===== config.mk =====
export PLATFORM = sky130hd
export DESIGN_NAME = ex_mem
export DESIGN_NICKNAME = d
export VERILOG_FILES = /design/src/rtl/ex_mem.sv
export SDC_FILE = /design/constraint.sdc
export NUM_CORES = 1
export LEC_CHECK = 0
export CORE_MARGIN = 2
export CORE_UTILIZATION = 25
export DETAILED_ROUTE_END_ITERATION = 8
export PLACE_DENSITY = 0.62
export SLEW_MARGIN = 0
export SYNTH_ARGS = -nofsm -noshare
export SYNTH_HDL_FRONTEND = slang
export SYNTH_SLANG_ARGS = --single-unit

===== constraint.sdc =====
create_clock -name clk -period 2.6 [get_ports clk]
set_input_delay 0.39 -clock clk [delete_from_list [all_inputs] [get_ports clk]]
set_output_delay 0.39 -clock clk [all_outputs]
set_load 0.05 [all_outputs]

===== src/rtl/ex_mem.sv =====
// EX->MEM pipeline register with stall/bubble/flush handling, multiply-accumulate
// partial-result feedback to ex, and a saturating bubble counter.
module ex_mem #(
  parameter int DATA_W = 32,
  parameter int ADDR_W = 5
) (
  input  logic                clk,
  input  logic                rst,
  input  logic                stall_ex,
  input  logic                stall_mem,
  input  logic                flush,
  input  logic [ADDR_W-1:0]   ex_waddr,
  input  logic [DATA_W-1:0]   ex_wdata,
  input  logic                ex_we,
  input  logic [DATA_W-1:0]   ex_hi,
  input  logic [DATA_W-1:0]   ex_lo,
  input  logic                ex_whilo,
  input  logic [2*DATA_W-1:0] ex_hilo_temp,
  input  logic [1:0]          ex_cnt,
  output logic [ADDR_W-1:0]   mem_waddr,
  output logic [DATA_W-1:0]   mem_wdata,
  output logic                mem_we,
  output logic [DATA_W-1:0]   mem_hi,
  output logic [DATA_W-1:0]   mem_lo,
  output logic                mem_whilo,
  output logic                mem_valid,
  output logic [2*DATA_W-1:0] hilo_temp_o,
  output logic [1:0]          cnt_o,
  output logic [31:0]         bubble_cnt
);

  logic insert_bubble;
  logic [31:0] bubble_nxt;

  // A counted bubble is only the stall_ex-without-stall_mem case; flush bubbles are not counted.
  assign insert_bubble = !flush && stall_ex && !stall_mem;

  always_comb begin
    bubble_nxt = bubble_cnt;
    if (insert_bubble && (bubble_cnt != 32'hFFFF_FFFF))
      bubble_nxt = bubble_cnt + 32'd1;
  end

  always_ff @(posedge clk) begin
    if (rst)
      bubble_cnt <= '0;
    else
      bubble_cnt <= bubble_nxt;
  end

  always_ff @(posedge clk) begin
    if (rst || flush) begin
      mem_waddr   <= '0;
      mem_wdata   <= '0;
      mem_we      <= 1'b0;
      mem_hi      <= '0;
      mem_lo      <= '0;
      mem_whilo   <= 1'b0;
      mem_valid   <= 1'b0;
      hilo_temp_o <= '0;
      cnt_o       <= '0;
    end else if (insert_bubble) begin
      // The multicycle op's partial result survives the bubble so ex can resume it.
      mem_waddr   <= '0;
      mem_wdata   <= '0;
      mem_we      <= 1'b0;
      mem_hi      <= '0;
      mem_lo      <= '0;
      mem_whilo   <= 1'b0;
      mem_valid   <= 1'b0;
      hilo_temp_o <= ex_hilo_temp;
      cnt_o       <= ex_cnt;
    end else if (!stall_mem) begin
      mem_waddr   <= ex_waddr;
      mem_wdata   <= ex_wdata;
      mem_we      <= ex_we;
      mem_hi      <= ex_hi;
      mem_lo      <= ex_lo;
      mem_whilo   <= ex_whilo;
      mem_valid   <= 1'b1;
      hilo_temp_o <= '0;
      cnt_o       <= '0;
    end
  end

endmodule

==> summary.txt <==
Run status
  • Status: complete, no violations

Hold path
  • End point of the most critical hold path: mem_valid
  • Worst min-delay path category: flop to flop
  • Worst min-delay path startpoint: mem_valid
  • Hold Path Depth: 2

STA
  • Measured slew at the worst slew-check pin: just under 0.9 ns
  • Setup-violating endpoint count in the final report: 0
  • Hold Violations, Final: 0
  • Max-slew violation count: 0
  • Setup tns final: 0 ns
  • Setup repair after global routing missed its margin: false
  • Largest clock skew in the final design: between 0.003 and 0.004 ns
  • Post-route fraction of the period consumed by the critical path: 0.8585
  • Hold slack final: ~0.46 ns
  • Final Worst Setup Slack: 0.3679 ns
  • Headroom to the max-slew limit: 0.4039
  • Final critical delay including setup and external delays: roughly 2.2 ns
  • Achievable frequency: 448.0 MHz

Setup path
  • Reg-to-Reg Start: bubble_cnt[11]
  • Critical path's top delay family: simple AND/OR/NAND/NOR gates
  • Worst R2R Setup Slack: roughly 0.37 ns
  • Critical register-to-register path endpoint: bubble_cnt[31]
  • Critical Path Slowest Stage Cell: sky130_fd_sc_hd__or4b_1
  • Data arrival time of the worst path: ~2.7 ns
  • CP endpoint kind: flop
  • Kind of start point of the critical path: flop
  • Ordered list of cells on the worst path: nand4_1, or2_2, or4b_1, or4_1, a21oi_1
  • Path type of the worst setup path: flop to flop
  • Delay of the slowest critical-path stage: around 0.54 ns
  • Biggest fanout along the worst timing path: 7
  • Worst endpoint required time: approximately 3.1 ns
  • CP Buf/Inv Count: 0
  • Cell count of the worst reg-to-reg path: 5

Routing
  • Count of antenna-violating nets left after detailed routing: 0
  • Iter 0 DRT Violations: ~290
  • Via density: 4.528
  • DRC violation count after routing: 0
  • Vias after detailed routing: 6969
  • Detailed-router iteration count before antenna repair: 4
  • Average wire per cell in the routed design: ~16 um
  • Routed wire length: approximately 24000 um

Floorplanning
  • Vertical die dimension: between 150 and 200 um
  • Initial core utilization: 0.2527
  • Die span in x: 176.6 um
  • Die Outline Area: about 0.031 mm^2
  • Number of top-level pins: 376
  • Number of placement rows: between 60 and 70
  • CORE AREA: 0.02948 mm^2

Clock network
  • Number of buffers created by CTS: 25
  • Count of clock tree sinks: between 200 and 250
  • Root cell of the clock tree: sky130_fd_sc_hd__clkbuf_16
  • H-tree lvl count: 1
  • Maximum number of buffers from clock root to sink: 3
  • TritonCTS clock tree: yes
  • Latest clock arrival within the worst-skew pair: ~0.51 ns
  • # Post-CTS Setup Buffers: 0
  • CTS Hold Bufs: 0
  • Post_cts resized: 0
  • Clock transition time at the flip-flop clock pins of the worst setup and hold paths: around 0.06 ns

Yosys
  • Async S/R FF share, synth: 0
  • Synthesized netlist cell count: approximately 760
  • Yosys warning count: 0
  • Number of storage elements in the synthesis netlist: between 200 and 250
  • Syn avg cell area: 9.764 um^2
  • Post-Synth Adder-Cell Area: 0.001680
  • Combinational family with the most area after synthesis: simple AND/OR/NAND/NOR gates
  • Number of enable flip-flop cells after synthesis: 0
  • Compound-gate portion of the synthesized area: 0.1115
  • Share of the synthesized netlist area taken by xor and xnor gates: 0.007054
  • Count of different cell masters after synthesis: 39
  • Seq/Total Area, Yosys: 0.5428
  • Fraction of the mapped netlist area in simple logic gates: 0.1648
  • Dominant synthesized flop cell: sky130_fd_sc_hd__dfxtp_1
  • Mux share of post-synthesis cell area: 0.1414
  • Cell area after technology mapping: 0.007450 mm^2
  • Net count after synthesis: ~940

Global route
  • First-pass GRT wire length: 37760 um
  • Pin count of the biggest net entering global routing: roughly 120
  • Via count of the first global-routing pass: slightly below 7000
  • Initial antenna violation count: 0
  • All-layer global routing usage: 0.1501
  • Global-route congestion overflow total: 0

Cells and area
  • Total inserted antenna cells: 0
  • Fraction of layout instances using a drive strength above 1: 0.06266
  • # fillers: between 2000 and 3000
  • Layout-stage area growth over the synthesis result: 68.52%
  • Number of cells in the finished layout apart from fillers: ~1500
  • Final net count: between 1000 and 1500

Placement
  • Pre-CTS setup slack: -0.09307 ns
  • Detail Placement HPWL: ~17000 um
  • Final RePlAce weighted congestion: ~0.76
  • Number of instances in the placed design: 1496
  • Port-buffer cells: about 380

Pwr
  • PD cells: roughly 610 mW/mm^2
  • Peak supply drop: 0.5081 mV
  • Leakage power summed over all cells: ~4.6 nW

Run
  • Max-cap viol count: 0
## worst max-delay path by stage
stage,slack (ns),start,cells past startpoint,endpoint
final,0.37,bubble_cnt[11],5,bubble_cnt[31]
after global routing,0.12,bubble_cnt[11],5,bubble_cnt[28]
after CTS,0.34,bubble_cnt[17],1,bubble_cnt[17]
after detailed placement,-0.09,stall_ex,7,bubble_cnt[15]
after floorplan,0.12,bubble_cnt[24],7,bubble_cnt[4]
after global placement,-0.05,stall_ex,7,bubble_cnt[15]
## state kept, by name (all words and copies together) (netlist names)
signal / count
bubble_cnt: 32
mem_valid: 1
mem_wdata: 32
mem_lo: 32
cnt_o: 2
mem_we: 1
hilo_temp_o: 64
mem_whilo: 1
mem_hi: 32
mem_waddr: 5
## cells in the mapped netlist (4+ instances only)
master | n | area share
sky130_fd_sc_hd__or3_1 | 10 | 0.0084
sky130_fd_sc_hd__o21ai_0 | 10 | 0.0067
sky130_fd_sc_hd__or4_1 | 12 | 0.012
sky130_fd_sc_hd__a211oi_1 | 5 | 0.0050
sky130_fd_sc_hd__nand3_1 | 11 | 0.0074
sky130_fd_sc_hd__a22oi_1 | 66 | 0.067
sky130_fd_sc_hd__xnor2_1 | 5 | 0.0059
sky130_fd_sc_hd__nor3_1 | 4 | 0.0027
sky130_fd_sc_hd__inv_1 | 4 | 0.0020
sky130_fd_sc_hd__nand4_1 | 10 | 0.0084
sky130_fd_sc_hd__nand2_1 | 14 | 0.0071
sky130_fd_sc_hd__clkbuf_1 | 50 | 0.025
sky130_fd_sc_hd__nor2_1 | 180 | 0.091
sky130_fd_sc_hd__dfxtp_1 | 202 | 0.54
sky130_fd_sc_hd__o31ai_1 | 12 | 0.012
sky130_fd_sc_hd__and3_1 | 4 | 0.0034
sky130_fd_sc_hd__a21oi_1 | 25 | 0.017
sky130_fd_sc_hd__mux2i_1 | 103 | 0.14
## report_power, final
part / leakage, nW / switching (mW) / internal, mW
Sequential: 1.64 / 0.0341 / 3.16
Combinational: 2.59 / 0.473 / 0.451
Clock: 0.408 / 1.32 / 2.18
Total: 4.64 / 1.83 / 5.79
## placed cells by master, fill, tap and decap left out, drive strengths merged, types with 3 or more instances in the layout
master	synthesis	layout
nor4	4	4
xnor2	5	5
dfxtp	202	202
or4	12	12
inv	4	4
and3	4	4
and4	3	3
o21ai	10	10
nand4	11	11
or3	10	10
nor3	4	4
or2	3	3
clkdlybuf4s50	0	374
nand3	11	11
clkbuf	50	38
nand2	14	14
a21oi	25	25
mux2i	103	103
a22oi	66	66
nor2	180	180
o31ai	12	12
buf	6	25
a211oi	5	5
## area by class of cell
type | instances | area, um^2 | share of cell area
Clock inverter | 5 | 77.57 | 0.006179
Multi-Input combinational cell | 501 | 3191 | 0.2541
Clock buffer | 38 | 754.5 | 0.06010
Timing Repair Buffer | 399 | 3985 | 0.3174
Tap cell | 390 | 488.0 | 0.03887
Inverter | 4 | 15.01 | 0.001196
Sequential cell | 202 | 4044 | 0.3221
## layer usage
layer	global-route usage	part of all wire	vias up
li1	-	-	3429
met1	0.1852	0.42	3252
met2	0.2459	0.47	244
met3	0.05155	0.085	44
met4	0.04718	0.032	0
met5	0	0	-
## cell families (layout without fill, tap and decap cells)
family | Yosys count | in the layout
multiplexers | 105 | 105
AND/OR/NAND/NOR | 267 | 267
XOR/XNOR | 6 | 6
AO/OA/AOI/OAI | 122 | 122
adder cells (fa/ha/maj) | 1 | 1
buffers and inverters | 60 | 446
flip-flops | 202 | 202
## per-stage QoR
stage                     instance area (um^2)    util  total power, mW
after floorplan                           7450       -            3.721
after global placement                   11720  0.3976            4.186
after detailed placement                 11720  0.3976            4.193
after CTS                                12550  0.4259            7.759
after global routing                     12550  0.4259            7.942
final                                    12550  0.4259            7.620
## tightest hold or removal path, cell delays in order, from the launching register on
cell	delay, ns
sky130_fd_sc_hd__dfxtp_1	0.31
sky130_fd_sc_hd__inv_1	0.05
sky130_fd_sc_hd__a21oi_1	0.05
No activity file was read; power rests on OpenSTA's default activity.
